<file path="src/rtl/load_store_unit_if.sv">
// load_store_unit_if: LSB request/response, ROB rollback, CDB broadcast and byte-wide memory port
interface load_store_unit_if #(
  parameter int ADDR_W = 32,
  parameter int DATA_W = 32
);
  logic enable_from_lsb;
  logic read_write_flag_from_lsb;
  logic [2:0] op_enum_from_lsb;
  logic [ADDR_W-1:0] object_address_from_lsb;
  logic [DATA_W-1:0] data_from_lsb;
  logic roll_back_flag_from_rob;
  logic busy_to_lsb;
  logic end_to_lsb;
  logic [DATA_W-1:0] data_to_lsb;
  logic enable_to_cdb;
  logic [DATA_W-1:0] result_to_cdb;
  logic mem_req_out;
  logic mem_grant_in;
  logic [ADDR_W-1:0] mem_a_out;
  logic mem_wr_out;
  logic [7:0] mem_dout;
  logic [7:0] mem_din;
  logic io_buffer_full_in;
  modport slave (
    input  enable_from_lsb, read_write_flag_from_lsb, op_enum_from_lsb, object_address_from_lsb,
    input  data_from_lsb, roll_back_flag_from_rob, mem_grant_in, mem_din, io_buffer_full_in,
    output busy_to_lsb, end_to_lsb, data_to_lsb, enable_to_cdb, result_to_cdb,
    output mem_req_out, mem_a_out, mem_wr_out, mem_dout
  );
  modport master (
    output enable_from_lsb, read_write_flag_from_lsb, op_enum_from_lsb, object_address_from_lsb,
    output data_from_lsb, roll_back_flag_from_rob, mem_grant_in, mem_din, io_buffer_full_in,
    input  busy_to_lsb, end_to_lsb, data_to_lsb, enable_to_cdb, result_to_cdb,
    input  mem_req_out, mem_a_out, mem_wr_out, mem_dout
  );
endinterface

</file>
<file path="src/rtl/load_store_unit.sv">
// load_store_unit: runs one byte-sequenced load/store at a time with extension, rollback and I/O stall
module load_store_unit #(
  parameter int ADDR_W = 32,
  parameter int DATA_W = 32,
  parameter logic [ADDR_W-1:0] IO_PORT = ADDR_W'('h30000)
) (
  input  logic clk_in,
  input  logic rst_n_in,
  input  logic rdy_in,
  load_store_unit_if.slave bus
);
  localparam logic [2:0] LB = 3'd0, LH = 3'd1, LBU = 3'd3, LHU = 3'd4, SB = 3'd5, SH = 3'd6;
  typedef enum logic [2:0] {IDLE, REQ, XFER, FLUSH, DONE} state_e;
  state_e state_q, state_d;
  logic [1:0] idx_q, idx_d, last_q, pidx_q;
  logic store_q, sgn_q, pend_q, abort_q, abort_d, end_q, cdb_q;
  logic [ADDR_W-1:0] addr_q, byte_a;
  logic [DATA_W-1:0] wdata_q, buf_q, data_q, ext;
  logic [2:0] op;
  logic active, abort, accept, stall;
  assign op = bus.op_enum_from_lsb;
  assign byte_a = addr_q + ADDR_W'(idx_q);
  assign active = state_q inside {REQ, XFER, FLUSH};
  assign abort = active & bus.roll_back_flag_from_rob & ~store_q;
  assign accept = state_q == IDLE & bus.enable_from_lsb & (bus.read_write_flag_from_lsb | ~bus.roll_back_flag_from_rob);
  assign stall = state_q == XFER & store_q & byte_a >= IO_PORT & bus.io_buffer_full_in;
  assign ext = last_q == 2'd0 ? {{(DATA_W-8){sgn_q & buf_q[7]}}, buf_q[7:0]} :
               last_q == 2'd1 ? {{(DATA_W-16){sgn_q & buf_q[15]}}, buf_q[15:0]} : buf_q;
  assign bus.busy_to_lsb = state_q != IDLE;
  assign bus.end_to_lsb = end_q;
  assign bus.enable_to_cdb = cdb_q;
  assign bus.data_to_lsb = data_q;
  assign bus.result_to_cdb = data_q;
  assign bus.mem_req_out = active;
  assign bus.mem_a_out = state_q == XFER ? byte_a : '0;
  assign bus.mem_wr_out = state_q == XFER & store_q & ~stall;
  assign bus.mem_dout = state_q == XFER & store_q ? wdata_q[{idx_q, 3'b000} +: 8] : 8'h00;
  always_comb begin
    state_d = state_q;
    idx_d = idx_q;
    abort_d = accept ? 1'b0 : abort_q | abort;
    case (state_q)
      IDLE: state_d = accept ? REQ : IDLE;
      REQ: begin
        idx_d = 2'd0;
        state_d = abort ? DONE : bus.mem_grant_in ? XFER : REQ;
      end
      XFER: begin
        idx_d = stall ? idx_q : idx_q + 2'd1;
        state_d = abort ? DONE : (stall | idx_q != last_q) ? XFER : store_q ? DONE : FLUSH;
      end
      FLUSH: state_d = DONE;
      DONE: state_d = IDLE;
      default: state_d = IDLE;
    endcase
  end
  always_ff @(posedge clk_in or negedge rst_n_in) begin
    if (!rst_n_in) begin
      state_q <= IDLE;
      idx_q <= '0;
      last_q <= '0;
      pidx_q <= '0;
      store_q <= 1'b0;
      sgn_q <= 1'b0;
      pend_q <= 1'b0;
      abort_q <= 1'b0;
      end_q <= 1'b0;
      cdb_q <= 1'b0;
      addr_q <= '0;
      wdata_q <= '0;
      buf_q <= '0;
      data_q <= '0;
    end else if (rdy_in) begin
      state_q <= state_d;
      idx_q <= idx_d;
      abort_q <= abort_d;
      pend_q <= state_q == XFER & ~store_q & ~abort;
      pidx_q <= idx_q;
      if (pend_q) buf_q[{pidx_q, 3'b000} +: 8] <= bus.mem_din;
      if (accept) begin
        store_q <= bus.read_write_flag_from_lsb;
        sgn_q <= op == LB | op == LH;
        last_q <= (op == LB | op == LBU | op == SB) ? 2'd0 : (op == LH | op == LHU | op == SH) ? 2'd1 : 2'd3;
        addr_q <= bus.object_address_from_lsb;
        wdata_q <= bus.data_from_lsb;
      end
      end_q <= state_q == DONE;
      cdb_q <= state_q == DONE & ~store_q & ~abort_q & ~bus.roll_back_flag_from_rob;
      if (state_q == DONE & ~store_q & ~abort_q) data_q <= ext;
    end
  end
endmodule
</file>
<file path="src/flat_wrapper.sv">
// flat-port wrapper written by rule: the top's interface ports become plain ports
module load_store_unit_flat 
#(
  parameter int ADDR_W = 32,
  parameter int DATA_W = 32,
  parameter logic [ADDR_W-1:0] IO_PORT = ADDR_W'('h30000)
)
  (clk_in, rst_n_in, rdy_in, bus_enable_from_lsb, bus_read_write_flag_from_lsb, bus_op_enum_from_lsb, bus_object_address_from_lsb, bus_data_from_lsb, bus_roll_back_flag_from_rob, bus_mem_grant_in, bus_mem_din, bus_io_buffer_full_in, bus_busy_to_lsb, bus_end_to_lsb, bus_data_to_lsb, bus_enable_to_cdb, bus_result_to_cdb, bus_mem_req_out, bus_mem_a_out, bus_mem_wr_out, bus_mem_dout);
  load_store_unit_if #(.ADDR_W(ADDR_W), .DATA_W(DATA_W)) bus_i ();
  input  logic clk_in;
  input  logic rst_n_in;
  input  logic rdy_in;
  input wire logic [$bits(bus_i.enable_from_lsb)-1:0] bus_enable_from_lsb;
  input wire logic [$bits(bus_i.read_write_flag_from_lsb)-1:0] bus_read_write_flag_from_lsb;
  input wire logic [$bits(bus_i.op_enum_from_lsb)-1:0] bus_op_enum_from_lsb;
  input wire logic [$bits(bus_i.object_address_from_lsb)-1:0] bus_object_address_from_lsb;
  input wire logic [$bits(bus_i.data_from_lsb)-1:0] bus_data_from_lsb;
  input wire logic [$bits(bus_i.roll_back_flag_from_rob)-1:0] bus_roll_back_flag_from_rob;
  input wire logic [$bits(bus_i.mem_grant_in)-1:0] bus_mem_grant_in;
  input wire logic [$bits(bus_i.mem_din)-1:0] bus_mem_din;
  input wire logic [$bits(bus_i.io_buffer_full_in)-1:0] bus_io_buffer_full_in;
  output wire logic [$bits(bus_i.busy_to_lsb)-1:0] bus_busy_to_lsb;
  output wire logic [$bits(bus_i.end_to_lsb)-1:0] bus_end_to_lsb;
  output wire logic [$bits(bus_i.data_to_lsb)-1:0] bus_data_to_lsb;
  output wire logic [$bits(bus_i.enable_to_cdb)-1:0] bus_enable_to_cdb;
  output wire logic [$bits(bus_i.result_to_cdb)-1:0] bus_result_to_cdb;
  output wire logic [$bits(bus_i.mem_req_out)-1:0] bus_mem_req_out;
  output wire logic [$bits(bus_i.mem_a_out)-1:0] bus_mem_a_out;
  output wire logic [$bits(bus_i.mem_wr_out)-1:0] bus_mem_wr_out;
  output wire logic [$bits(bus_i.mem_dout)-1:0] bus_mem_dout;
  assign bus_i.enable_from_lsb = bus_enable_from_lsb;
  assign bus_i.read_write_flag_from_lsb = bus_read_write_flag_from_lsb;
  assign bus_i.op_enum_from_lsb = bus_op_enum_from_lsb;
  assign bus_i.object_address_from_lsb = bus_object_address_from_lsb;
  assign bus_i.data_from_lsb = bus_data_from_lsb;
  assign bus_i.roll_back_flag_from_rob = bus_roll_back_flag_from_rob;
  assign bus_i.mem_grant_in = bus_mem_grant_in;
  assign bus_i.mem_din = bus_mem_din;
  assign bus_i.io_buffer_full_in = bus_io_buffer_full_in;
  assign bus_busy_to_lsb = bus_i.busy_to_lsb;
  assign bus_end_to_lsb = bus_i.end_to_lsb;
  assign bus_data_to_lsb = bus_i.data_to_lsb;
  assign bus_enable_to_cdb = bus_i.enable_to_cdb;
  assign bus_result_to_cdb = bus_i.result_to_cdb;
  assign bus_mem_req_out = bus_i.mem_req_out;
  assign bus_mem_a_out = bus_i.mem_a_out;
  assign bus_mem_wr_out = bus_i.mem_wr_out;
  assign bus_mem_dout = bus_i.mem_dout;
  load_store_unit #(.ADDR_W(ADDR_W), .DATA_W(DATA_W), .IO_PORT(IO_PORT)) u_core (.clk_in(clk_in), .rst_n_in(rst_n_in), .rdy_in(rdy_in), .bus(bus_i));
endmodule
</file>
<file path="config.mk">
export PLATFORM = sky130hd
export DESIGN_NAME = load_store_unit_flat
export DESIGN_NICKNAME = d
export VERILOG_FILES = /design/src/rtl/load_store_unit_if.sv /design/src/rtl/load_store_unit.sv /design/src/flat_wrapper.sv
export SDC_FILE = /design/constraint.sdc
export NUM_CORES = 1
export LEC_CHECK = 0
export CAP_MARGIN = 5
export CORE_MARGIN = 2
export CORE_UTILIZATION = 35
export CTS_CLUSTER_DIAMETER = 200
export CTS_CLUSTER_SIZE = 30
export DETAILED_ROUTE_END_ITERATION = 6
export HOLD_SLACK_MARGIN = 0.1
export SYNTH_ARGS = -nofsm -noshare
export SYNTH_HDL_FRONTEND = slang
export SYNTH_SLANG_ARGS = --single-unit
</file>
<file path="constraint.sdc">
create_clock -name clk_in -period 4.15 [get_ports clk_in]
set_input_delay 0.6225 -clock clk_in [delete_from_list [all_inputs] [get_ports clk_in]]
set_output_delay 0.6225 -clock clk_in [all_outputs]
set_load 0.02 [all_outputs]
</file>
==> results.py <==
metrics = {
    "yosys": {
        "synth_seq_cells": 143,
        "yosysTopAreaCellShare_pct": 49.2,
        "ys_warn_count": 0,
        "synth_area_leaders": "dfrtp_1 (49%), mux2_2 (11%), a22o_1 (4.0%)",
        "ys.flop_type": "dfrtp_1",
        "synth_top_area_cell": "dfrtp_1",
        "synth-edff-count": 0,
        "syn_area_per_cell_um2": 10.8,
        "async_flop_share_pct": 100,
        "synth-seq-area-share_pct": 49.2,
        "synth_area_mm2": 0.00727,
        "synth_common_cells": "dfrtp_1 (143), mux2_2 (74), nor2_1 (70)",
        "synth_cell_types": 54,
        "yosysMostFrequentCell": "dfrtp_1",
        "syn_nets": 763,
        "syn_inst": 672,
    },
    "timing": {
        "totalNegativeSetupSlack_ns": 0,
        "rsz0062_at_grt": "false",
        "final.period_utilization_pct": 95.0,
        "relSlewSlack_pct": 30.5,
        "clock.fmax_ghz": 0.254,
        "min_period_ns": 3.94,
        "fin_hold_ws_ns": 0.248,
        "fin_worst_skew_ns": 0.00794,
        "setup_viol": 0,
        "slew_violations": 0,
        "max_slew.worst_pin.slew_ns": 1.04,
        "final-hold-violation-count": 0,
    },
    "routing": {
        "wl_per_cell_um": 17.3,
        "wirelength_um": 19100,
        "drtAntennaViolNets": 0,
        "drtIter0Drc": 316,
        "viasPerCell": 5.06,
        "route.detailed.drc": 0,
        "dr.pass1.iters": 4,
        "via_count": 5601,
    },
    "floorplanning": {
        "fp.coreArea_mm2": 0.0203,
        "die_area_mm2": 0.0219,
        "core.rowCount": 52,
        "die_w_um": 148,
        "initial_core_util_pct": 35.8,
        "io_pins": 192,
        "die_h_um": 148,
    },
    "global_routing": {
        "overflow": 0,
        "grtUsageTotal_pct": 17.6,
        "antenna_found_initial": 0,
        "grt_max_degree": 108,
        "grt_pass1_vias": 5419,
        "grt_pass1_wl_um": 30100,
    },
    "setup_path": {
        "crit_buf_inv": 3,
        "endpoint": "bus_mem_a_out[24]",
        "cp_slowest_cell": "clkdlybuf4s50_1",
        "arrival_ns": 3.32,
        "worstPathCellList": "ha_1 > inv_1 > fa_1 > and4b_1 > buf_4 > and4_1 > nand4_1 > xor2_1 > nor2_1 > clkdlybuf4s50_1",
        "rrSetupSlack_ns": 0.61,
        "crit_fanout": 7,
        "reg2regPathDepth": 12,
        "startpoint": "u_core.addr_q[0]$_DFFE_PN0P_",
        "endpoint_kind": "output pin",
        "crit_family": "simple AND/OR/NAND/NOR gates",
        "rr_startpoint": "u_core.addr_q[0]$_DFFE_PN0P_",
        "start_kind": "flop",
        "cp_slowest_stage_delay_ns": 0.61,
        "critPathKind": "flop to output pin",
        "required_ns": 3.53,
        "r2r_end": "u_core.state_q[2]$_DFFE_PN0P_",
        "worstSetupPathDepth": 10,
    },
    "power": {
        "power_frac_comb_pct": 39.6,
        "p_int_mw": 4.41,
        "pwr-share-clk_pct": 23.6,
        "power.density_mw_per_mm2": 713,
        "p_leak_nw": 4.03,
        "p_sw_mw": 2.64,
        "p_seq_share_pct": 36.8,
        "ir_drop_uv": 256,
        "swShare_pct": 37.5,
        "power_mw": 7.05,
    },
    "clock_network": {
        "cts_tree": "done",
        "clk_path_buf_depth": 2,
        "postCtsHoldBufs": 0,
        "htree_levels": 4,
        "ctsRootBufferMaster": "clkbuf_16",
        "cts.clk_slew.worst_paths_ns": 0.07,
        "cts_inserted_buffers": 17,
        "clk-insertion-delay-late_ns": 0.42,
        "cts.sinks": 143,
        "postCtsSetupBuffers": 0,
    },
    "placed_design": {
        "portBuffers": 191,
        "gp_congestion": 0.797,
        "dp_hpwl_um": 13400,
    },
    "flow_run": {
        "maxCapViolCount": 0,
    },
    "finish": {
        "syn_to_final_growth_pct": 36.1,
        "drive_above_1_share_pct": 17.1,
        "final_nets": 915,
        "num-fill-cells": 1916,
        "antennaDiodeCount": 0,
    },
    "worst_hold_path": {
        "min_path_type": "input port to asynchronous set/reset pin",
    },
    "status": {
        "status": "completed",
    },
}
cell families (layout without fill, tap and decap cells):
logic type / count (synthesis) / in the layout / synth area share, %
compound gates: 108 / 108 / 10.2
xor+xnor: 34 / 34 / 4.10
fa+ha+maj: 8 / 8 / 1.48
buf+inv: 85 / 250 / 6.08
flops: 143 / 143 / 49.2
mux: 84 / 84 / 14.2
simple gates: 210 / 210 / 14.7
routing by layer:
metal  routed length, um  vias to the layer above  share of wire [%]  GRT usage, %
li1                    -                     2681                  -             -
met2                9370                      144                 49          29.1
met3                 824                       11                4.3          3.62
met4                 157                        0               0.82          4.00
met5                   0                        -                  0             0
met1                8790                     2765                 46          23.9
power groups by stage:
stage | clock, mW | combinational [mW] | sequential, mW
2_1_floorplan | 0 | 1.89 | 2.49
3_3_place_gp | 0 | 2.79 | 2.60
3_5_place_dp | 0 | 2.81 | 2.61
4_1_cts | 1.70 | 2.83 | 2.59
5_1_grt | 1.76 | 3.02 | 2.69
6_report | 1.66 | 2.79 | 2.60
metrics by stage:
stage          setup WS (ns)  area (um^2)  std cells  util [%]
5_1_grt              0.00398         9890       1107      48.7
6_report               0.206         9890       1107      48.7
4_1_cts               0.0679         9900       1107      48.8
3_5_place_dp           0.254         9250       1075      45.6
2_1_floorplan          0.506         7270        672         -
3_3_place_gp           0.347         9250       1075      45.6
layout make-up:
class	instances	area (um^2)	area share, %
clock buffers	17	425	4.30
clock inverters	15	221	2.24
inverters	13	48.8	0.493
multi-input cells	444	3260	32.9
flip-flops and latches	143	3580	36.2
well taps	270	338	3.41
repair buffers	205	2030	20.5
worst reg2reg max path, stage by stage (launching register included):
cell and delay [ns]:
dfrtp_1 0.35, ha_1 0.18, inv_1 0.06, fa_1 0.43, and4b_1 0.35, buf_4 0.17
and4_1 0.31, nand4_1 0.18, a22oi_1 0.33, a2111oi_4 0.09, a311oi_1 0.66, nand4b_1 0.23
a31oi_1 0.10
how the worst min path moves through the flow:
stage,start,to,cells past startpoint
after global placement,u_core.bus.end_to_lsb$_DFFE_PN0P_,u_core.bus.end_to_lsb$_DFFE_PN0P_,2
after detailed placement,u_core.buf_q[6]$_DFFE_PN0P_,u_core.buf_q[6]$_DFFE_PN0P_,1
after global routing,rst_n_in,u_core.wdata_q[2]$_DFFE_PN0P_,1
after floorplan,rst_n_in,u_core.abort_q$_DFFE_PN0P_,0
final,rst_n_in,u_core.wdata_q[2]$_DFFE_PN0P_,1
after CTS,rst_n_in,u_core.wdata_q[2]$_DFFE_PN0P_,1
cell usage in the layout, fill, tap and decap left out, types with 4 or more instances in the layout:
cell	n
clkdlybuf4s50_1	189
dfrtp_1	143
mux2_2	74
nor2_1	70
nand2_1	44
a22o_1	33
a21oi_1	26
o21ai_0	23
nand3_1	19
xor2_1	18
clkbuf_16	17
xnor2_1	16
and3_1	14
nand4_1	14
inv_1	13
buf_4	13
a31oi_1	12
nor3_1	8
mux4_2	8
ha_1	7
or3_1	6
inv_8	5
and4_1	4
and2_1	4
nor4_2	4
nor4_1	4
state kept, by name, indices dropped and copies added, names as in the netlist, 2 cells and up:
name / flops
u_core.addr_q: 32
u_core.wdata_q: 32
u_core.last_q: 2
u_core.bus.data_to_lsb: 32
u_core.buf_q: 32
u_core.state_q: 3
u_core.pidx_q: 2
u_core.idx_q: 2
what timing repair did:
item | 4_1_cts | 5_1_grt
resized for setup | 1 | 2
pin swaps | 0 | 0
endpoints found under the setup margin | 1 | 1
endpoints found under the hold margin | 0 | 0
gates cloned | 0 | 0
(Power assumes the default switching activity.)
